--- config.mk ---
export PLATFORM = sky130hd
export DESIGN_NAME = ctrl_pipeline_flat
export DESIGN_NICKNAME = d
export VERILOG_FILES = /design/src/rtl/ctrl_pipeline_if.sv /design/src/rtl/ctrl_pipeline.sv /design/src/flat_wrapper.sv
export SDC_FILE = /design/constraint.sdc
export NUM_CORES = 1
export LEC_CHECK = 0
export ABC_AREA = 0
export ABC_CLOCK_PERIOD_IN_PS = 2700
export BUFFER_PORTS_ARGS = -buffer_cell sky130_fd_sc_hd__buf_2
export CORE_MARGIN = 2
export CORE_UTILIZATION = 45
export CTS_CLUSTER_SIZE = 12
export DETAILED_ROUTE_END_ITERATION = 6
export GPL_ROUTABILITY_DRIVEN = 0
export HOLD_SLACK_MARGIN = 0.02
export PLACE_DENSITY = 0.7
export SYNTH_ARGS = -nofsm -noshare
export SYNTH_HDL_FRONTEND = slang
export SYNTH_SLANG_ARGS = --single-unit
--- constraint.sdc ---
create_clock -name clk -period 2.7 [get_ports clk]
set_clock_uncertainty 0.05 [all_clocks]
set_input_delay 0.54 -clock clk [delete_from_list [all_inputs] [get_ports clk]]
set_output_delay 0.54 -clock clk [all_outputs]
set_load 0.01 [all_outputs]
--- src/rtl/ctrl_pipeline_if.sv ---
// Control-bundle interface between the ID-stage decoder and the pipeline control block.
// Signal prefixes are from the pipeline's point of view: i_ = into ctrl_pipeline, o_ = out of it.
interface ctrl_pipeline_if #(
    parameter int RA_W  = 5,
    parameter int CNT_W = 32
);
    logic             i_id_valid;
    logic             i_id_regdst;
    logic             i_id_branch;
    logic             i_id_memread;
    logic             i_id_memtoreg;
    logic             i_id_memwrite;
    logic             i_id_alusrc;
    logic             i_id_regwrite;
    logic [1:0]       i_id_aluop;
    logic [RA_W-1:0]  i_id_rs;
    logic [RA_W-1:0]  i_id_rt;
    logic [RA_W-1:0]  i_id_rd;
    logic             i_ex_zero;

    logic             o_ex_regdst;
    logic             o_ex_alusrc;
    logic [1:0]       o_ex_aluop;
    logic [RA_W-1:0]  o_ex_rt;
    logic             o_mem_branch;
    logic             o_mem_memread;
    logic             o_mem_memwrite;
    logic             o_wb_memtoreg;
    logic             o_wb_regwrite;
    logic [RA_W-1:0]  o_wb_dst;
    logic             o_stall;
    logic             o_flush;
    logic             o_pc_src;
    logic [CNT_W-1:0] o_retired_cnt;

    modport master (
        output i_id_valid, i_id_regdst, i_id_branch, i_id_memread, i_id_memtoreg,
               i_id_memwrite, i_id_alusrc, i_id_regwrite, i_id_aluop,
               i_id_rs, i_id_rt, i_id_rd, i_ex_zero,
        input  o_ex_regdst, o_ex_alusrc, o_ex_aluop, o_ex_rt,
               o_mem_branch, o_mem_memread, o_mem_memwrite,
               o_wb_memtoreg, o_wb_regwrite, o_wb_dst,
               o_stall, o_flush, o_pc_src, o_retired_cnt
    );

    modport slave (
        input  i_id_valid, i_id_regdst, i_id_branch, i_id_memread, i_id_memtoreg,
               i_id_memwrite, i_id_alusrc, i_id_regwrite, i_id_aluop,
               i_id_rs, i_id_rt, i_id_rd, i_ex_zero,
        output o_ex_regdst, o_ex_alusrc, o_ex_aluop, o_ex_rt,
               o_mem_branch, o_mem_memread, o_mem_memwrite,
               o_wb_memtoreg, o_wb_regwrite, o_wb_dst,
               o_stall, o_flush, o_pc_src, o_retired_cnt
    );
endinterface

--- src/rtl/ctrl_pipeline.sv ---
// Carries decoder control bits through ID/EX, EX/MEM and MEM/WB, detects load-use stalls
// and taken-branch flushes, and counts instructions retiring from WB.
module ctrl_pipeline #(
    parameter int RA_W  = 5,
    parameter int CNT_W = 32
) (
    input  logic              clk,
    input  logic              rst,
    ctrl_pipeline_if.slave    bus
);

    typedef struct packed {
        logic            valid;
        logic            regdst;
        logic [1:0]      aluop;
        logic            alusrc;
        logic            branch;
        logic            memread;
        logic            memwrite;
        logic            memtoreg;
        logic            regwrite;
        logic [RA_W-1:0] rt;
        logic [RA_W-1:0] rd;
    } ex_stage_t;

    typedef struct packed {
        logic            valid;
        logic            branch;
        logic            memread;
        logic            memwrite;
        logic            memtoreg;
        logic            regwrite;
        logic            zero;
        logic [RA_W-1:0] dst;
    } mem_stage_t;

    typedef struct packed {
        logic            valid;
        logic            memtoreg;
        logic            regwrite;
        logic [RA_W-1:0] dst;
    } wb_stage_t;

    localparam logic [CNT_W-1:0] CNT_ONE = {{(CNT_W-1){1'b0}}, 1'b1};

    ex_stage_t        r_ex;
    mem_stage_t       r_mem;
    wb_stage_t        r_wb;
    logic [CNT_W-1:0] r_retired_cnt;

    ex_stage_t        w_id_next;
    mem_stage_t       w_mem_next;
    wb_stage_t        w_wb_next;
    logic             w_flush;
    logic             w_load_use;
    logic             w_stall;

    // RegDst and MemtoReg are don't-cares for sw/beq; masking them with RegWrite here
    // keeps an undriven decoder bit from ever propagating down the pipe.
    always_comb begin
        w_id_next = '0;
        if (bus.i_id_valid) begin
            w_id_next.valid    = 1'b1;
            w_id_next.regdst   = bus.i_id_regwrite & bus.i_id_regdst;
            w_id_next.aluop    = bus.i_id_aluop;
            w_id_next.alusrc   = bus.i_id_alusrc;
            w_id_next.branch   = bus.i_id_branch;
            w_id_next.memread  = bus.i_id_memread;
            w_id_next.memwrite = bus.i_id_memwrite;
            w_id_next.memtoreg = bus.i_id_regwrite & bus.i_id_memtoreg;
            w_id_next.regwrite = bus.i_id_regwrite;
            w_id_next.rt       = bus.i_id_rt;
            w_id_next.rd       = bus.i_id_rd;
        end
    end

    always_comb begin
        w_mem_next = '0;
        if (r_ex.valid) begin
            w_mem_next.valid    = 1'b1;
            w_mem_next.branch   = r_ex.branch;
            w_mem_next.memread  = r_ex.memread;
            w_mem_next.memwrite = r_ex.memwrite;
            w_mem_next.memtoreg = r_ex.memtoreg;
            w_mem_next.regwrite = r_ex.regwrite;
            w_mem_next.zero     = bus.i_ex_zero;
            w_mem_next.dst      = r_ex.regdst ? r_ex.rd : r_ex.rt;
        end
    end

    always_comb begin
        w_wb_next = '0;
        if (r_mem.valid) begin
            w_wb_next.valid    = 1'b1;
            w_wb_next.memtoreg = r_mem.memtoreg;
            w_wb_next.regwrite = r_mem.regwrite;
            w_wb_next.dst      = r_mem.dst;
        end
    end

    // A taken branch squashes the younger instructions, so it overrides any stall.
    always_comb begin
        w_flush    = r_mem.valid & r_mem.branch & r_mem.zero;
        w_load_use = r_ex.valid & r_ex.memread & bus.i_id_valid &
                     ((r_ex.rt == bus.i_id_rs) | (r_ex.rt == bus.i_id_rt));
        w_stall    = w_load_use & ~w_flush;
    end

    always_ff @(posedge clk or posedge rst) begin
        if (rst) begin
            r_ex          <= '0;
            r_mem         <= '0;
            r_wb          <= '0;
            r_retired_cnt <= '0;
        end else begin
            r_ex  <= (w_flush | w_stall) ? ex_stage_t'('0) : w_id_next;
            r_mem <= w_flush ? mem_stage_t'('0) : w_mem_next;
            r_wb  <= w_wb_next;
            if (r_wb.valid) begin
                r_retired_cnt <= r_retired_cnt + CNT_ONE;
            end
        end
    end

    assign bus.o_ex_regdst    = r_ex.valid & r_ex.regdst;
    assign bus.o_ex_alusrc    = r_ex.valid & r_ex.alusrc;
    assign bus.o_ex_aluop     = r_ex.valid ? r_ex.aluop : 2'b00;
    assign bus.o_ex_rt        = r_ex.valid ? r_ex.rt : '0;
    assign bus.o_mem_branch   = r_mem.valid & r_mem.branch;
    assign bus.o_mem_memread  = r_mem.valid & r_mem.memread;
    assign bus.o_mem_memwrite = r_mem.valid & r_mem.memwrite;
    assign bus.o_wb_memtoreg  = r_wb.valid & r_wb.memtoreg;
    assign bus.o_wb_regwrite  = r_wb.valid & r_wb.regwrite;
    assign bus.o_wb_dst       = r_wb.valid ? r_wb.dst : '0;
    assign bus.o_stall        = w_stall;
    assign bus.o_flush        = w_flush;
    assign bus.o_pc_src       = w_flush;
    assign bus.o_retired_cnt  = r_retired_cnt;

endmodule

--- src/flat_wrapper.sv ---
// flat-port wrapper written by rule: the top's interface ports become plain ports
module ctrl_pipeline_flat 
#(
    parameter int RA_W  = 5,
    parameter int CNT_W = 32
)
  (clk, rst, bus_i_id_valid, bus_i_id_regdst, bus_i_id_branch, bus_i_id_memread, bus_i_id_memtoreg, bus_i_id_memwrite, bus_i_id_alusrc, bus_i_id_regwrite, bus_i_id_aluop, bus_i_id_rs, bus_i_id_rt, bus_i_id_rd, bus_i_ex_zero, bus_o_ex_regdst, bus_o_ex_alusrc, bus_o_ex_aluop, bus_o_ex_rt, bus_o_mem_branch, bus_o_mem_memread, bus_o_mem_memwrite, bus_o_wb_memtoreg, bus_o_wb_regwrite, bus_o_wb_dst, bus_o_stall, bus_o_flush, bus_o_pc_src, bus_o_retired_cnt);
  ctrl_pipeline_if #(.RA_W(RA_W), .CNT_W(CNT_W)) bus_i ();
  input  logic clk;
  input  logic rst;
  input wire logic [$bits(bus_i.i_id_valid)-1:0] bus_i_id_valid;
  input wire logic [$bits(bus_i.i_id_regdst)-1:0] bus_i_id_regdst;
  input wire logic [$bits(bus_i.i_id_branch)-1:0] bus_i_id_branch;
  input wire logic [$bits(bus_i.i_id_memread)-1:0] bus_i_id_memread;
  input wire logic [$bits(bus_i.i_id_memtoreg)-1:0] bus_i_id_memtoreg;
  input wire logic [$bits(bus_i.i_id_memwrite)-1:0] bus_i_id_memwrite;
  input wire logic [$bits(bus_i.i_id_alusrc)-1:0] bus_i_id_alusrc;
  input wire logic [$bits(bus_i.i_id_regwrite)-1:0] bus_i_id_regwrite;
  input wire logic [$bits(bus_i.i_id_aluop)-1:0] bus_i_id_aluop;
  input wire logic [$bits(bus_i.i_id_rs)-1:0] bus_i_id_rs;
  input wire logic [$bits(bus_i.i_id_rt)-1:0] bus_i_id_rt;
  input wire logic [$bits(bus_i.i_id_rd)-1:0] bus_i_id_rd;
  input wire logic [$bits(bus_i.i_ex_zero)-1:0] bus_i_ex_zero;
  output wire logic [$bits(bus_i.o_ex_regdst)-1:0] bus_o_ex_regdst;
  output wire logic [$bits(bus_i.o_ex_alusrc)-1:0] bus_o_ex_alusrc;
  output wire logic [$bits(bus_i.o_ex_aluop)-1:0] bus_o_ex_aluop;
  output wire logic [$bits(bus_i.o_ex_rt)-1:0] bus_o_ex_rt;
  output wire logic [$bits(bus_i.o_mem_branch)-1:0] bus_o_mem_branch;
  output wire logic [$bits(bus_i.o_mem_memread)-1:0] bus_o_mem_memread;
  output wire logic [$bits(bus_i.o_mem_memwrite)-1:0] bus_o_mem_memwrite;
  output wire logic [$bits(bus_i.o_wb_memtoreg)-1:0] bus_o_wb_memtoreg;
  output wire logic [$bits(bus_i.o_wb_regwrite)-1:0] bus_o_wb_regwrite;
  output wire logic [$bits(bus_i.o_wb_dst)-1:0] bus_o_wb_dst;
  output wire logic [$bits(bus_i.o_stall)-1:0] bus_o_stall;
  output wire logic [$bits(bus_i.o_flush)-1:0] bus_o_flush;
  output wire logic [$bits(bus_i.o_pc_src)-1:0] bus_o_pc_src;
  output wire logic [$bits(bus_i.o_retired_cnt)-1:0] bus_o_retired_cnt;
  assign bus_i.i_id_valid = bus_i_id_valid;
  assign bus_i.i_id_regdst = bus_i_id_regdst;
  assign bus_i.i_id_branch = bus_i_id_branch;
  assign bus_i.i_id_memread = bus_i_id_memread;
  assign bus_i.i_id_memtoreg = bus_i_id_memtoreg;
  assign bus_i.i_id_memwrite = bus_i_id_memwrite;
  assign bus_i.i_id_alusrc = bus_i_id_alusrc;
  assign bus_i.i_id_regwrite = bus_i_id_regwrite;
  assign bus_i.i_id_aluop = bus_i_id_aluop;
  assign bus_i.i_id_rs = bus_i_id_rs;
  assign bus_i.i_id_rt = bus_i_id_rt;
  assign bus_i.i_id_rd = bus_i_id_rd;
  assign bus_i.i_ex_zero = bus_i_ex_zero;
  assign bus_o_ex_regdst = bus_i.o_ex_regdst;
  assign bus_o_ex_alusrc = bus_i.o_ex_alusrc;
  assign bus_o_ex_aluop = bus_i.o_ex_aluop;
  assign bus_o_ex_rt = bus_i.o_ex_rt;
  assign bus_o_mem_branch = bus_i.o_mem_branch;
  assign bus_o_mem_memread = bus_i.o_mem_memread;
  assign bus_o_mem_memwrite = bus_i.o_mem_memwrite;
  assign bus_o_wb_memtoreg = bus_i.o_wb_memtoreg;
  assign bus_o_wb_regwrite = bus_i.o_wb_regwrite;
  assign bus_o_wb_dst = bus_i.o_wb_dst;
  assign bus_o_stall = bus_i.o_stall;
  assign bus_o_flush = bus_i.o_flush;
  assign bus_o_pc_src = bus_i.o_pc_src;
  assign bus_o_retired_cnt = bus_i.o_retired_cnt;
  ctrl_pipeline #(.RA_W(RA_W), .CNT_W(CNT_W)) u_core (.clk(clk), .rst(rst), .bus(bus_i));
endmodule
# After elaboration in Yosys (flattened, before gate mapping)

Index checks and enable logic that the tools add are counted.

Bits in registers: 72
Input port bits: 28
Output and inout port bits: 54
Word-level logic and storage cells: 53

Add/subtract/negate cells: 1
Equality and inequality tests: 2
Muxes and demuxes: 9
Bitwise operators: 17

Operator list:

| cell                                           | count |
|---|---|
| two-way mux 20 bit                             | 2 |
| adder 32 x 1 -> 32 bit (second input constant) | 1 |
| two-way mux 12 bit                             | 2 |
| two-way mux 5 bit                              | 3 |
| bitwise AND 1 bit                              | 14 |
| == test 5 bit                                  | 2 |
| two-way mux 8 bit                              | 1 |
| two-way mux 2 bit                              | 1 |
| OR 1 bit                                       | 2 |
| inverter 1 bit                                 | 1 |

# Depth between registers and ports, before layout

Depth in word-level cells: 6
Depth in mapped cells: 6
Mapped depth without buffers: 5

# Worst setup path before layout

Ideal clock, no wire load.

Path kind: input -> output
From: input bus_i_id_rs[4]
To: output bus_o_stall
Arrival time: 1,231 ps
Data required time: 2,110 ps
Slack: 879 ps
Stages on the path: 5
Buffers on the path: 0
Cell sequence: xnor2_1 > nand3_1 > o22ai_1 > nand4_1 > nor2_1

Cells in the longest elaborated chain, start to end: 4

RTL lines:

| element           | RTL line             | source |
|---|---|---|
| from (decl)       | flat_wrapper.sv:20   | `input wire logic [$bits(bus_i.i_id_rs)-1:0] bus_i_id_rs;` |
| == test 5 bit     | ctrl_pipeline.sv:105 | `((r_ex.rt == bus.i_id_rs) \| (r_ex.rt == bus.i_id_rt));` |
| OR 1 bit          | ctrl_pipeline.sv:105 |  |
| bitwise AND 1 bit | ctrl_pipeline.sv:104 | `w_load_use = r_ex.valid & r_ex.memread & bus.i_id_valid &` |
| bitwise AND 1 bit | ctrl_pipeline.sv:106 | `w_stall = w_load_use & ~w_flush;` |
| to (decl)         | flat_wrapper.sv:34   | `output wire logic [$bits(bus_i.o_stall)-1:0] bus_o_stall;` |

No other way between the ends.

# Final worst setup path

From: register u_core.r_ex[9] (netlist bit)
To: output bus_o_stall

Cells in the longest elaborated chain, start to end: 4
Elaborated cells on any way between the ends: 5
Those cells by class: eq/ne: 2; bitwise: 3

RTL lines:

| element                | RTL line             | source |
|---|---|---|
| from (decl)            | ctrl_pipeline.sv:46  | `ex_stage_t r_ex;` |
| from (signal assigned) | ctrl_pipeline.sv:116 | `r_ex <= (w_flush \| w_stall) ? ex_stage_t'('0) : w_id_next;` |
| == test 5 bit          | ctrl_pipeline.sv:105 |  |
| OR 1 bit *             | ctrl_pipeline.sv:105 |  |
| bitwise AND 1 bit *    | ctrl_pipeline.sv:104 |  |
| bitwise AND 1 bit *    | ctrl_pipeline.sv:106 |  |

Every way passes the cells marked *; elsewhere a longest branch is shown, timed or not.

==> results.txt <==
----------------------------------------------------
[Pwr]
  Switching power share of the total ... 25.55%
  Clock network fraction of total power ... 33.9%
  Maximum resistive drop on vdd ... 259.7 uV
  Power, Total ... approximately 2300 uW
  Ratio of total power to cell area ... 619.0 nW/um^2
  Int Pwr ... 1698 uW
  Total leakage power ... between 0.0015 and 0.002 uW
  Proportion of power drawn by flip-flops and latches ... 54.4%
  NetSw ... 582.7 uW
  Combinational cell fraction of total power ... 11.7%

[Cells and area]
  Number of nets in the final layout ... 374
  Ratio of cells with drive above 1 in the final layout ... 29.71%
  Ant diodes ... 0
  Fill cell count ... 565
  Relative area change from synthesis to final layout ... 22.55%

[Timing]
  Time the final worst path needs with I/O delays and setup ... 2.236 ns
  Max-slew violation total from the final report ... 0
  Final total negative setup slack ... 0 ns
  Worst slew slack as a fraction of its limit ... 57.48%
  Highest clock rate ... 447.2 MHz
  Share of the clock period used by the worst path after layout ... 82.83%
  Final setup violation count ... 0
  Slew of the pin with the lowest slew margin ... 0.6336 ns
  Hold Fails Final Rpt ... 0
  RSZ-0062 raised after global routing ... false

[Floorplan]
  Initial Util ... 46.81%
  Die area ... between 7000 and 8000 um^2
  Die width ... 85.74 um
  I/O Pins ... 82
  Die Height ... 85.74 um
  Number of core rows ... 29
  Core box area ... roughly 6400 um^2

[Global route]
  First-pass GRT wire length ... 9418 um
  Initial antenna violation count ... 0
  Pin count of the biggest net entering global routing ... 47
  Total overflow reported by the global router ... 0
  Global-route total usage across every layer ... 16.57%
  Number of global-route vias before repair ... 2,023

[Setup path]
  Arrival time at the worst endpoint ... 1.65 ns
  Maximum fanout encountered on the critical timing path ... 4
  Req. time, crit path ... 2.11 ns
  Worst Setup Path Type ... reg -> out
  Launching element type of the critical path ... flip-flop
  Kind of capture point of the worst setup path ... output pin

[Clocking]
  Clk sink count ... 72
  Cts bufs inserted ... 9
  Cts repair resizes ... 0
  Hold buffers post-CTS ... 0
  Cell at the root of the clock tree ... sky130_fd_sc_hd__clkbuf_8
  Clock tree from TritonCTS ... yes
  Max H-tree Level ... 3
  Clock-pin slew reported for the worst setup and hold paths after clock tree synthesis ... 0.07 ns
  Worst-Skew Late Latency ... 0.34 ns
  Post-CTS Setup Bufs ... 0
  Longest Clk Path Bufs ... 2

[Yosys]
  Main synth FF type ... sky130_fd_sc_hd__dfrtp_1
  Cells taking the most area after synthesis ... sky130_fd_sc_hd__dfrtp_1, sky130_fd_sc_hd__and2_1, sky130_fd_sc_hd__xnor2_1
  Yosys top cell by area ... sky130_fd_sc_hd__dfrtp_1
  Syn nets ... 287
  Count of flip-flops with a built-in enable after synthesis ... 0
  Proportion of synthesized flip-flops having asynchronous set or reset ... 100.0%
  Share of the synthesized area in the top cell type ... ~60%
  Most frequent cells after synthesis ... sky130_fd_sc_hd__dfrtp_1, sky130_fd_sc_hd__and2_1, sky130_fd_sc_hd__xnor2_1
  FF+latch count, synth ... 72
  Synthesized area ... roughly 3000 um^2
  Sequential cell area fraction in the yosys report ... 59.93%
  Mean Syn Cell Area ... 11.65 um^2
  Cells after Synth ... around 260
  Most instantiated library cell after synthesis ... sky130_fd_sc_hd__dfrtp_1
  Count of unique library cells instantiated by Yosys ... 27
  Yosys warning count ... 0

[Drt]
  Post-DR wirelength/cell ... 12.91 um
  WL met2 ... around 2500 um
  Met3 wire length ... 373 um
  1st-iter DRT viols ... 91
  Final Routed Wirelength ... 5513 um
  Topmost layer with routed signal wires ... met4
  Length of the first detailed-routing pass in iterations ... 7
  Via count ... 2,021
  Average vias per placed instance ... 4.733
  Wire length the detailed router placed on met1 ... 2501 um
  Post-route DRC ... 5
  Antenna-violating nets left ... 0

[Hold path]
  Worst hold path class ... in -> async

[Run status]
  Failing checks ... design-rule violations
  Outcome ... finished with violations

[Placement]
  Half-perimeter wire length after detailed placement ... 4025 um
  Port Buffers ... between 80 and 90

[Job]
  Count of maximum capacitance violations ... 0

----------------------------------------------------
metrics by stage:
step                      hold slack, ns  worst slack, ns  cells  cell area (um^2)  utilization (%)
after CTS                         0.2185           0.4238    427              3685            57.37
after global routing              0.2610           0.2879    427              3685            57.37
final                             0.2105           0.4636    427              3685            57.37
after detailed placement          0.3933           0.5851    411              3501            54.51
after global placement            0.3861           0.6083    411              3501            54.51
after floorplan                   0.3837           0.2851    258              3007                -
area by class of cell:
| cell class | instances | area, um^2 | share of cell area [%] |
|---|---|---|---|
| tap | 77 | 96.34 | 2.615 |
| multi-input combinational | 171 | 1136 | 30.83 |
| clock inverter | 3 | 15.01 | 0.4075 |
| clock buffer | 13 | 168.9 | 4.584 |
| inverter | 7 | 26.28 | 0.7131 |
| timing repair buffer | 84 | 440.4 | 11.95 |
| sequential | 72 | 1802 | 48.90 |
path summary, 6_finish.rpt:
path	from	end	slack (ns)	cells past startpoint
min	rst	u_core.bus.o_retired_cnt[9]	0.21	2
min in group clk	bus_i_id_aluop[0]	u_core.r_ex[16]	0.35	2
max	u_core.r_ex[9]	bus_o_stall	0.46	6
max reg2reg	u_core.r_wb[7]	u_core.bus.o_retired_cnt[29]	0.63	5
min reg2reg	u_core.r_mem[2]	u_core.r_wb[2]	0.41	1
max in group asynchronous	rst	u_core.r_wb[1]	1.75	3
cells in the final DEF, fill, tap and decap left out, types with 3 or more instances in the layout:
| master | instances |
|---|---|
| sky130_fd_sc_hd__buf_2 | 81 |
| sky130_fd_sc_hd__dfrtp_1 | 72 |
| sky130_fd_sc_hd__and2_1 | 43 |
| sky130_fd_sc_hd__xnor2_1 | 29 |
| sky130_fd_sc_hd__nor2_1 | 20 |
| sky130_fd_sc_hd__nand2_1 | 17 |
| sky130_fd_sc_hd__and3_1 | 13 |
| sky130_fd_sc_hd__xor2_1 | 12 |
| sky130_fd_sc_hd__clkbuf_8 | 12 |
| sky130_fd_sc_hd__nand4_1 | 11 |
| sky130_fd_sc_hd__nand3_1 | 8 |
| sky130_fd_sc_hd__inv_1 | 6 |
| sky130_fd_sc_hd__mux2i_1 | 5 |
| sky130_fd_sc_hd__clkinv_2 | 3 |
power by group through the flow:
| stage | registers, uW | clock network (uW) | logic [uW] |
|---|---|---|---|
| after floorplan | 1270 | 0 | 149 |
| after global placement | 1260 | 0 | 264 |
| after detailed placement | 1260 | 0 | 272 |
| after CTS | 1240 | 796 | 273 |
| after global routing | 1260 | 849 | 298 |
| final | 1240 | 774 | 266 |
cell families (layout without fill, tap and decap cells):
logic type,count (synthesis),count (layout),synth area share [%]
simple gates,121,121,22.89
flops,72,72,59.93
xor+xnor,41,41,11.94
fa+ha+maj,1,1,0.4161
compound gates,2,2,0.4996
buf+inv,15,107,2.289
mux,6,6,2.039
critical path: stages, from the launching register on:
cell	delay, ns
sky130_fd_sc_hd__dfrtp_1	0.44
sky130_fd_sc_hd__xnor2_1	0.17
sky130_fd_sc_hd__nand3_1	0.09
sky130_fd_sc_hd__o22ai_1	0.22
sky130_fd_sc_hd__nand4_1	0.12
sky130_fd_sc_hd__nor2_1	0.13
sky130_fd_sc_hd__buf_2	0.14
layer usage:
metal / vias up / GRT usage [%]
li1: 1010 / -
met1: 943 / 22.36
met2: 60 / 24.57
met3: 8 / 4.812
met4: 0 / 8.225
met5: - / 0
registers in the layout (all words and copies together), names as in the netlist:
signal / flops
u_core.r_mem: 12
u_core.r_ex: 20
u_core.r_wb: 8
u_core.bus.o_retired_cnt: 32
Note: power is estimated with default switching activity, not from simulation.
